$ cat src/rtl/up_counter_ctrl_pkg.sv
// Shared definitions for the counter block set (up counter now, down counter
// later). Holds the controller state encoding.
//   state_t : IDLE / RUN / DONE, 2-bit encoded.
package counter_pkg;

    typedef enum logic [1:0] {
        ST_IDLE = 2'd0,
        ST_RUN  = 2'd1,
        ST_DONE = 2'd2
    } state_t;

    // Terminal-count compare used by the counter datapath.
    function automatic logic at_terminal(input logic [15:0] cnt, input logic [15:0] lim);
        return cnt == lim;
    endfunction

endpackage

$ cat src/rtl/up_counter_ctrl_if.sv
// Control/status bundle for up_counter_ctrl.
//   d           load / reload value (W bits)
//   load        load q and reload register from d
//   start       begin or restart counting
//   stop        abort counting, q holds
//   en          count enable while running
//   auto_reload 1 = reload from rld at limit, 0 = one-shot
//   limit       terminal count value (W bits)
//   q           current count (W bits, registered)
//   tc          one-cycle terminal-count pulse
//   busy        high while running
//   done        high while finished (one-shot)
// master: the controlling agent; slave: the counter itself.
interface up_counter_ctrl_if #(
    parameter int W = 4
);
    logic [W-1:0] d;
    logic         load;
    logic         start;
    logic         stop;
    logic         en;
    logic         auto_reload;
    logic [W-1:0] limit;
    logic [W-1:0] q;
    logic         tc;
    logic         busy;
    logic         done;

    modport master (
        output d, load, start, stop, en, auto_reload, limit,
        input  q, tc, busy, done
    );

    modport slave (
        input  d, load, start, stop, en, auto_reload, limit,
        output q, tc, busy, done
    );

endinterface

$ cat src/rtl/up_counter_ctrl.sv
// Loadable, programmable-limit up counter with run control.
// Counts from a loaded start value up to limit, then stops (one-shot) or
// reloads from the captured load value and keeps going (auto-reload).
// Ports:
//   clk  rising-edge clock
//   rst  synchronous active-high reset
//   bus  up_counter_ctrl_if.slave (d, load, start, stop, en, auto_reload,
//        limit in; q, tc, busy, done out, all outputs registered)
// Per-cycle priority: rst > load > stop > start > count.
module up_counter_ctrl
    import counter_pkg::*;
#(
    parameter int W = 4
) (
    input logic              clk,
    input logic              rst,
    up_counter_ctrl_if.slave bus
);

    state_t       state, state_n;
    logic [W-1:0] q_r, q_n;
    logic [W-1:0] rld_r, rld_n;
    logic         tc_r, tc_n;
    logic         busy_r, done_r;
    logic         at_limit;

    // Compare uses the live limit, so a mid-run change applies immediately.
    assign at_limit = at_terminal(16'(q_r), 16'(bus.limit));

    always_ff @(posedge clk) begin
        if (rst) begin
            state  <= ST_IDLE;
            q_r    <= '0;
            rld_r  <= '0;
            tc_r   <= 1'b0;
            busy_r <= 1'b0;
            done_r <= 1'b0;
        end else begin
            state  <= state_n;
            q_r    <= q_n;
            rld_r  <= rld_n;
            tc_r   <= tc_n;
            // Flags follow the next state so they line up with state itself.
            busy_r <= (state_n == ST_RUN);
            done_r <= (state_n == ST_DONE);
        end
    end

    always_comb begin
        state_n = state;
        q_n     = q_r;
        rld_n   = rld_r;
        tc_n    = 1'b0;

        unique case (state)
            ST_IDLE: begin
                if (bus.load) begin
                    q_n   = bus.d;
                    rld_n = bus.d;
                end else if (bus.stop) begin
                    state_n = ST_IDLE;
                end else if (bus.start) begin
                    // No increment in the start cycle itself.
                    state_n = ST_RUN;
                end
            end

            ST_RUN: begin
                if (bus.load) begin
                    q_n   = bus.d;
                    rld_n = bus.d;
                end else if (bus.stop) begin
                    state_n = ST_IDLE;
                end else if (bus.en) begin
                    // start is ignored here; counting proceeds.
                    if (at_limit) begin
                        tc_n = 1'b1;
                        if (bus.auto_reload) begin
                            q_n = rld_r;
                        end else begin
                            state_n = ST_DONE;
                        end
                    end else begin
                        // Wrap from all-ones to zero is silent.
                        q_n = q_r + 1'b1;
                    end
                end
            end

            ST_DONE: begin
                if (bus.load) begin
                    q_n     = bus.d;
                    rld_n   = bus.d;
                    state_n = ST_IDLE;
                end else if (bus.stop) begin
                    state_n = ST_IDLE;
                end else if (bus.start) begin
                    q_n     = rld_r;
                    state_n = ST_RUN;
                end
            end

            default: begin
                state_n = ST_IDLE;
            end
        endcase
    end

    assign bus.q    = q_r;
    assign bus.tc   = tc_r;
    assign bus.busy = busy_r;
    assign bus.done = done_r;

endmodule

$ cat src/flat_wrapper.sv
// flat-port wrapper written by rule: the top's interface ports become plain ports
module up_counter_ctrl_flat import counter_pkg::*;
#(
    parameter int W = 4
)
  (clk, rst, bus_d, bus_load, bus_start, bus_stop, bus_en, bus_auto_reload, bus_limit, bus_q, bus_tc, bus_busy, bus_done);
  up_counter_ctrl_if #(.W(W)) bus_i ();
  input logic clk;
  input logic rst;
  input wire logic [$bits(bus_i.d)-1:0] bus_d;
  input wire logic [$bits(bus_i.load)-1:0] bus_load;
  input wire logic [$bits(bus_i.start)-1:0] bus_start;
  input wire logic [$bits(bus_i.stop)-1:0] bus_stop;
  input wire logic [$bits(bus_i.en)-1:0] bus_en;
  input wire logic [$bits(bus_i.auto_reload)-1:0] bus_auto_reload;
  input wire logic [$bits(bus_i.limit)-1:0] bus_limit;
  output wire logic [$bits(bus_i.q)-1:0] bus_q;
  output wire logic [$bits(bus_i.tc)-1:0] bus_tc;
  output wire logic [$bits(bus_i.busy)-1:0] bus_busy;
  output wire logic [$bits(bus_i.done)-1:0] bus_done;
  assign bus_i.d = bus_d;
  assign bus_i.load = bus_load;
  assign bus_i.start = bus_start;
  assign bus_i.stop = bus_stop;
  assign bus_i.en = bus_en;
  assign bus_i.auto_reload = bus_auto_reload;
  assign bus_i.limit = bus_limit;
  assign bus_q = bus_i.q;
  assign bus_tc = bus_i.tc;
  assign bus_busy = bus_i.busy;
  assign bus_done = bus_i.done;
  up_counter_ctrl #(.W(W)) u_core (.clk(clk), .rst(rst), .bus(bus_i));
endmodule
$ cat config.mk
export PLATFORM = sky130hd
export DESIGN_NAME = up_counter_ctrl_flat
export DESIGN_NICKNAME = d
export VERILOG_FILES = /design/src/rtl/up_counter_ctrl_pkg.sv /design/src/rtl/up_counter_ctrl_if.sv /design/src/rtl/up_counter_ctrl.sv /design/src/flat_wrapper.sv
export SDC_FILE = /design/constraint.sdc
export NUM_CORES = 1
export LEC_CHECK = 0
export ABC_AREA = 1
export BUFFER_PORTS_ARGS = -buffer_cell sky130_fd_sc_hd__buf_2
export CAP_MARGIN = 20
export CORE_MARGIN = 2
export CORE_UTILIZATION = 47
export CTS_CLUSTER_DIAMETER = 60
export CTS_CLUSTER_SIZE = 28
export DETAILED_ROUTE_END_ITERATION = 12
export PLACE_DENSITY_LB_ADDON = 0.3
export SLEW_MARGIN = 10
export SYNTH_ARGS = -nofsm -noshare
export SYNTH_HDL_FRONTEND = slang
export SYNTH_SLANG_ARGS = --single-unit
$ cat constraint.sdc
create_clock -name clk -period 1.7 [get_ports clk]
set_input_delay 0.255 -clock clk [delete_from_list [all_inputs] [get_ports clk]]
set_output_delay 0.255 -clock clk [all_outputs]
set_load 0.01 [all_outputs]
=== Yosys cells after proc, flatten, opt, wreduce, memory -nomap -nowiden ===
Index checks and enable logic that the tools add are counted.

* Register bits: 13
* Output and inout port bits: 7
* Logic and storage cells: 47

* Add/subtract/negate cells: 1
* Equality and inequality tests: 11
* Muxes and demuxes: 21
* Bitwise gates (word level): 2
* Reduce and logical (&&, ||, !) cells: 6

{| class="wikitable"
|+ Operator list
! kind !! number
|-
| 4-bit 2-to-1 mux || 9
|-
| 2-bit 2-to-1 mux || 9
|-
| 3-bit inequality test (second input constant) || 4
|-
| 4-bit one-hot mux with 3 select lines || 1
|-
| 7-bit AND reduction || 1
|-
| 2-bit one-hot mux with 3 select lines || 1
|-
| 5-bit OR reduction || 1
|-
| 4-bit by 1-bit adder with 4-bit output (second input constant) || 1
|-
| 2-bit by 1-bit == test with 1-bit output (second input constant) || 2
|-
| 2-bit == test (second input constant) || 2
|-
| 4-bit == test || 1
|-
| 4-bit inequality test (second input constant) || 1
|-
| 3-bit nonzero test || 1
|-
| 3-bit OR reduction || 1
|-
| 2-bit zero test || 1
|-
| 2-bit inequality test (second input constant) || 1
|-
| 1-bit NOT || 2
|-
| 2-bit AND reduction || 1
|-
| 1-bit 2-to-1 mux || 1
|}

=== Depth between registers and ports, before layout ===
* Depth after elaboration: 7
* Gate-level depth with buffers: 10

=== Worst setup path before layout ===
No wires, ideal clock.

* Path type: flip-flop to flip-flop
* From: register u_core.state[1]
* To: register u_core.q_r[0], in the netlist u_core.bus.q[0]
* Library setup time: 116 ps
* Data arrival time: 1390 ps
* Required time: 1584 ps
* Slack: 194 ps
* Stages on the path, launching flop included: 9
* Buffers on the path: 1
* Period minus slack after synthesis: 1506 ps
* Path through: dfxtp_1 > inv_1 > ha_1 > buf_2 > o21ai_0 > nor2_1 > nand3_2 > nor2_1 > a21oi_2

* Word-level cells in the longest chain between the ends: 3
* Elaborated cells on any way between the ends: 12
* Classes of those cells: 8 x eq/ne; 1 x mux; 3 x reduce/logical

{| class="wikitable"
|+ Ends and longest elaborated chain
! item !! line !! text
|-
| start: declaration || up_counter_ctrl.sv:20 || <nowiki>state_t state, state_n;</nowiki>
|-
| start signal: assignment || up_counter_ctrl.sv:39 || <nowiki>state <= state_n;</nowiki>
|-
| 2-bit by 1-bit == test with 1-bit output (tied with other cells) || up_counter_ctrl.sv:55 || <nowiki>unique case (state)</nowiki>
|-
| 4-bit inequality test (no source line) (tied with other cells) || n/a ||
|-
| 7-bit AND reduction (no source line) || n/a ||
|-
| end signal: assignment || up_counter_ctrl.sv:40 || <nowiki>q_r <= q_n;</nowiki>
|-
| end: declaration || up_counter_ctrl.sv:21 || <nowiki>logic [W-1:0] q_r, q_n;</nowiki>
|}

Parallel ways exist; a longest one is shown, timed or not.
A chain may end at the register's enable or synchronous reset.

=== Final worst setup path ===
Ends and elaborated chain as after synthesis.

==> out/results.txt <==
Syn_nets = 181
Setup CP Type = reg -> reg
Rel. slew slack = 0.8470
Post-Synthesis Cells = 161
Longest Clk Path Bufs = 2
H-tree levels = 1
Largest net degree at the start of global routing = 12
Design area = 1171 sq um
Unrepaired setup endpoints after global routing = no
Req. time, crit path = 1.87 ns
Final slew viol count = 0
Leakage power = 0.0006499 uW
Netlist cell types = 25
Grt ovf = 0
Root Driver = clkbuf_4
Hold WC Path Type = in -> reg
I/O pin cnt = 22
Sw Ratio = 0.3332
Setup tns final = 0 ns
Arrival @ worst endpoint = 1.73 ns
Via density = 4.944
Flops & latches, synth = 13
Outcome = finished clean
Post-route antenna net violation count = 0
Die width = 50.09 um
Startpoint Class = flop
Post-Route WL = 2227 um
Wire length per cell = 10.46 um
Worst Skew = 0.008297 ns
Min Clock Period, post-route = 1.566 ns
Dominant synthesized flop cell = dfxtp_1
Clk slew on worst S/H paths = 0.09 ns
Actual slew at the worst max-slew pin = 0.2271 ns
# rows = 16
Die area = 2509 sq um
Final core occ = 0.5909
Post-synth EDFFs = 0
Area contributors post-synth = dfxtp_1, nand2_1, inv_1
Share of the synthesized area in the top cell type = 0.2607
Setup-failing EPs final = 0
Area leader, netlist = dfxtp_1
Layout cells sized above 1 = 0.2419
CTS tree = done
Avg Cell Area, Syn = 6.202 sq um
Post-Synthesis Cell Area = 998.5 sq um
Asr flop ratio synth = 0
Number of global-route vias before repair = 1012
Post-synthesis sequential area ratio = 0.2607
Initial antenna violation count = 0
Max FO, Critical Path = 8
PD cells = 617.7 nW/um^2
Most frequent cells after synthesis = nand2_1, inv_1, nor2_1
Nets = 207
IO buf count = 21
Total number of vias = 1053
Comb pwr share = 0.262
Initial DRC count = 56
Area growth syn-to-layout = 17.29%
Period utilization = 0.9213
Clock share of power = 0.272
Die H = 50.09 um
TritonCTS buffer count = 3
GPL Wtd Cong = 0.9521
Power, Total = 723.4 uW
Skew-Pair Late Insertion Delay = 0.28 ns
YS warnings = 0
Worst VDD drop = 0.5197 mV
Reg power frac = 0.466
Placeable Area = 1982 sq um
Int Pwr = 482.4 uW
DRT Pass-1 Iters = 4
Initial Util = 0.5038
Antenna cells = 0
NetSw = 241.0 uW
Most frequent cell after synthesis = nand2_1
Final hold violation count = 0
Critical Path End Type = flop
DP Wirelength = 1794 um
Total GRT Usage = 0.2075
First-pass GRT wire length = 4077 um
Clock sink total = 13
Fmax = 638.5 MHz
Placement Cell Area = 1142 sq um
Max-cap violations = 0
DR DRC count = 0
[final cells by class]
type	count	area [sq um]
Fill cell	193	810.8
Multi-Input combinational cell	115	614.3
Sequential cell	13	260.3
Timing Repair Buffer	23	120.1
Inverter	31	116.4
Tap cell	27	33.78
Clock buffer	4	26.28
[metrics by stage]
stage               hold WS (ns)  setup WS, ns  std cells
floorplan                 0.3333        0.1943        161
global placement          0.4710        0.1956        209
detailed placement        0.4688        0.1596        209
CTS                       0.1713        0.1427        213
global route              0.1829      0.001766        213
finish                    0.1782        0.1337        213
[cell families (layout without fill, tap and decap cells)]
family                     count (synthesis)  in the layout  share of synthesized area
and+or+nand+nor                           84             84                     0.3835
DFF                                       13             13                     0.2607
AOI/OAI and AO/OA                         24             24                     0.1491
adders and majority gates                  5              5                    0.06266
buffers and inverters                     33             58                     0.1266
xor gates and xnor gates                   2              2                    0.01755
[routing by layer]
metal | GRT usage | vias up | part of all wire
li1 | - | 555 | -
met1 | 0.2663 | 461 | 0.46
met2 | 0.3509 | 35 | 0.48
met3 | 0.03030 | 2 | 0.057
met4 | 0.06944 | 0 | 0.0045
met5 | 0 | - | 0
[worst paths after layout]
| path | slack [ns] | start | end | cells past startpoint |
|---|---|---|---|---|
| setup / recovery | 0.13 | u_core.state[1] | u_core.bus.q[0] | 8 |
| hold reg to reg | 0.49 | u_core.rld_r[0] | u_core.rld_r[0] | 2 |
| setup reg to reg | 0.13 | u_core.state[1] | u_core.bus.q[0] | 8 |
| hold / removal | 0.18 | rst | u_core.bus.tc | 2 |
[power groups by stage]
stage | sequential, uW | clock (uW) | combinational [uW]
4_1_cts | 337 | 199 | 189
2_1_floorplan | 346 | 0 | 127
5_1_grt | 340 | 210 | 219
3_5_place_dp | 344 | 0 | 188
6_report | 337 | 197 | 189
3_3_place_gp | 343 | 0 | 184
[repair_timing]
item / 4_1_cts / 5_1_grt
setup endpoints to repair: 0 / 2
setup buffers: 0 / 0
gates resized for setup: 0 / 1
hold buffers: 0 / 0
[worst max-delay path, stage by stage, from the launching register on]
cell and delay, ns:
dfxtp_1 0.40, inv_1 0.10, ha_1 0.24, nand2_1 0.08, o21ai_0 0.08, nor2_1 0.14, nand3_2 0.17, nor2_1 0.18
a21oi_2 0.07
[cells in the final DEF, fill, tap and decap left out, drive strengths merged, types with 2 or more instances in the layout]
cell,n
clkbuf,4
ha,5
a21oi,9
dfxtp,13
nand2,42
o21ai,8
nand4,2
buf,23
nor2,24
inv,31
nand3,14
a31oi,4
[state kept, by name, summed over array words and instances (netlist names)]
register and flops:
u_core.bus.busy 1, u_core.bus.q 4, u_core.rld_r 4, u_core.bus.done 1, u_core.state 2, u_core.bus.tc 1
Power figures use the tool's default switching activity.
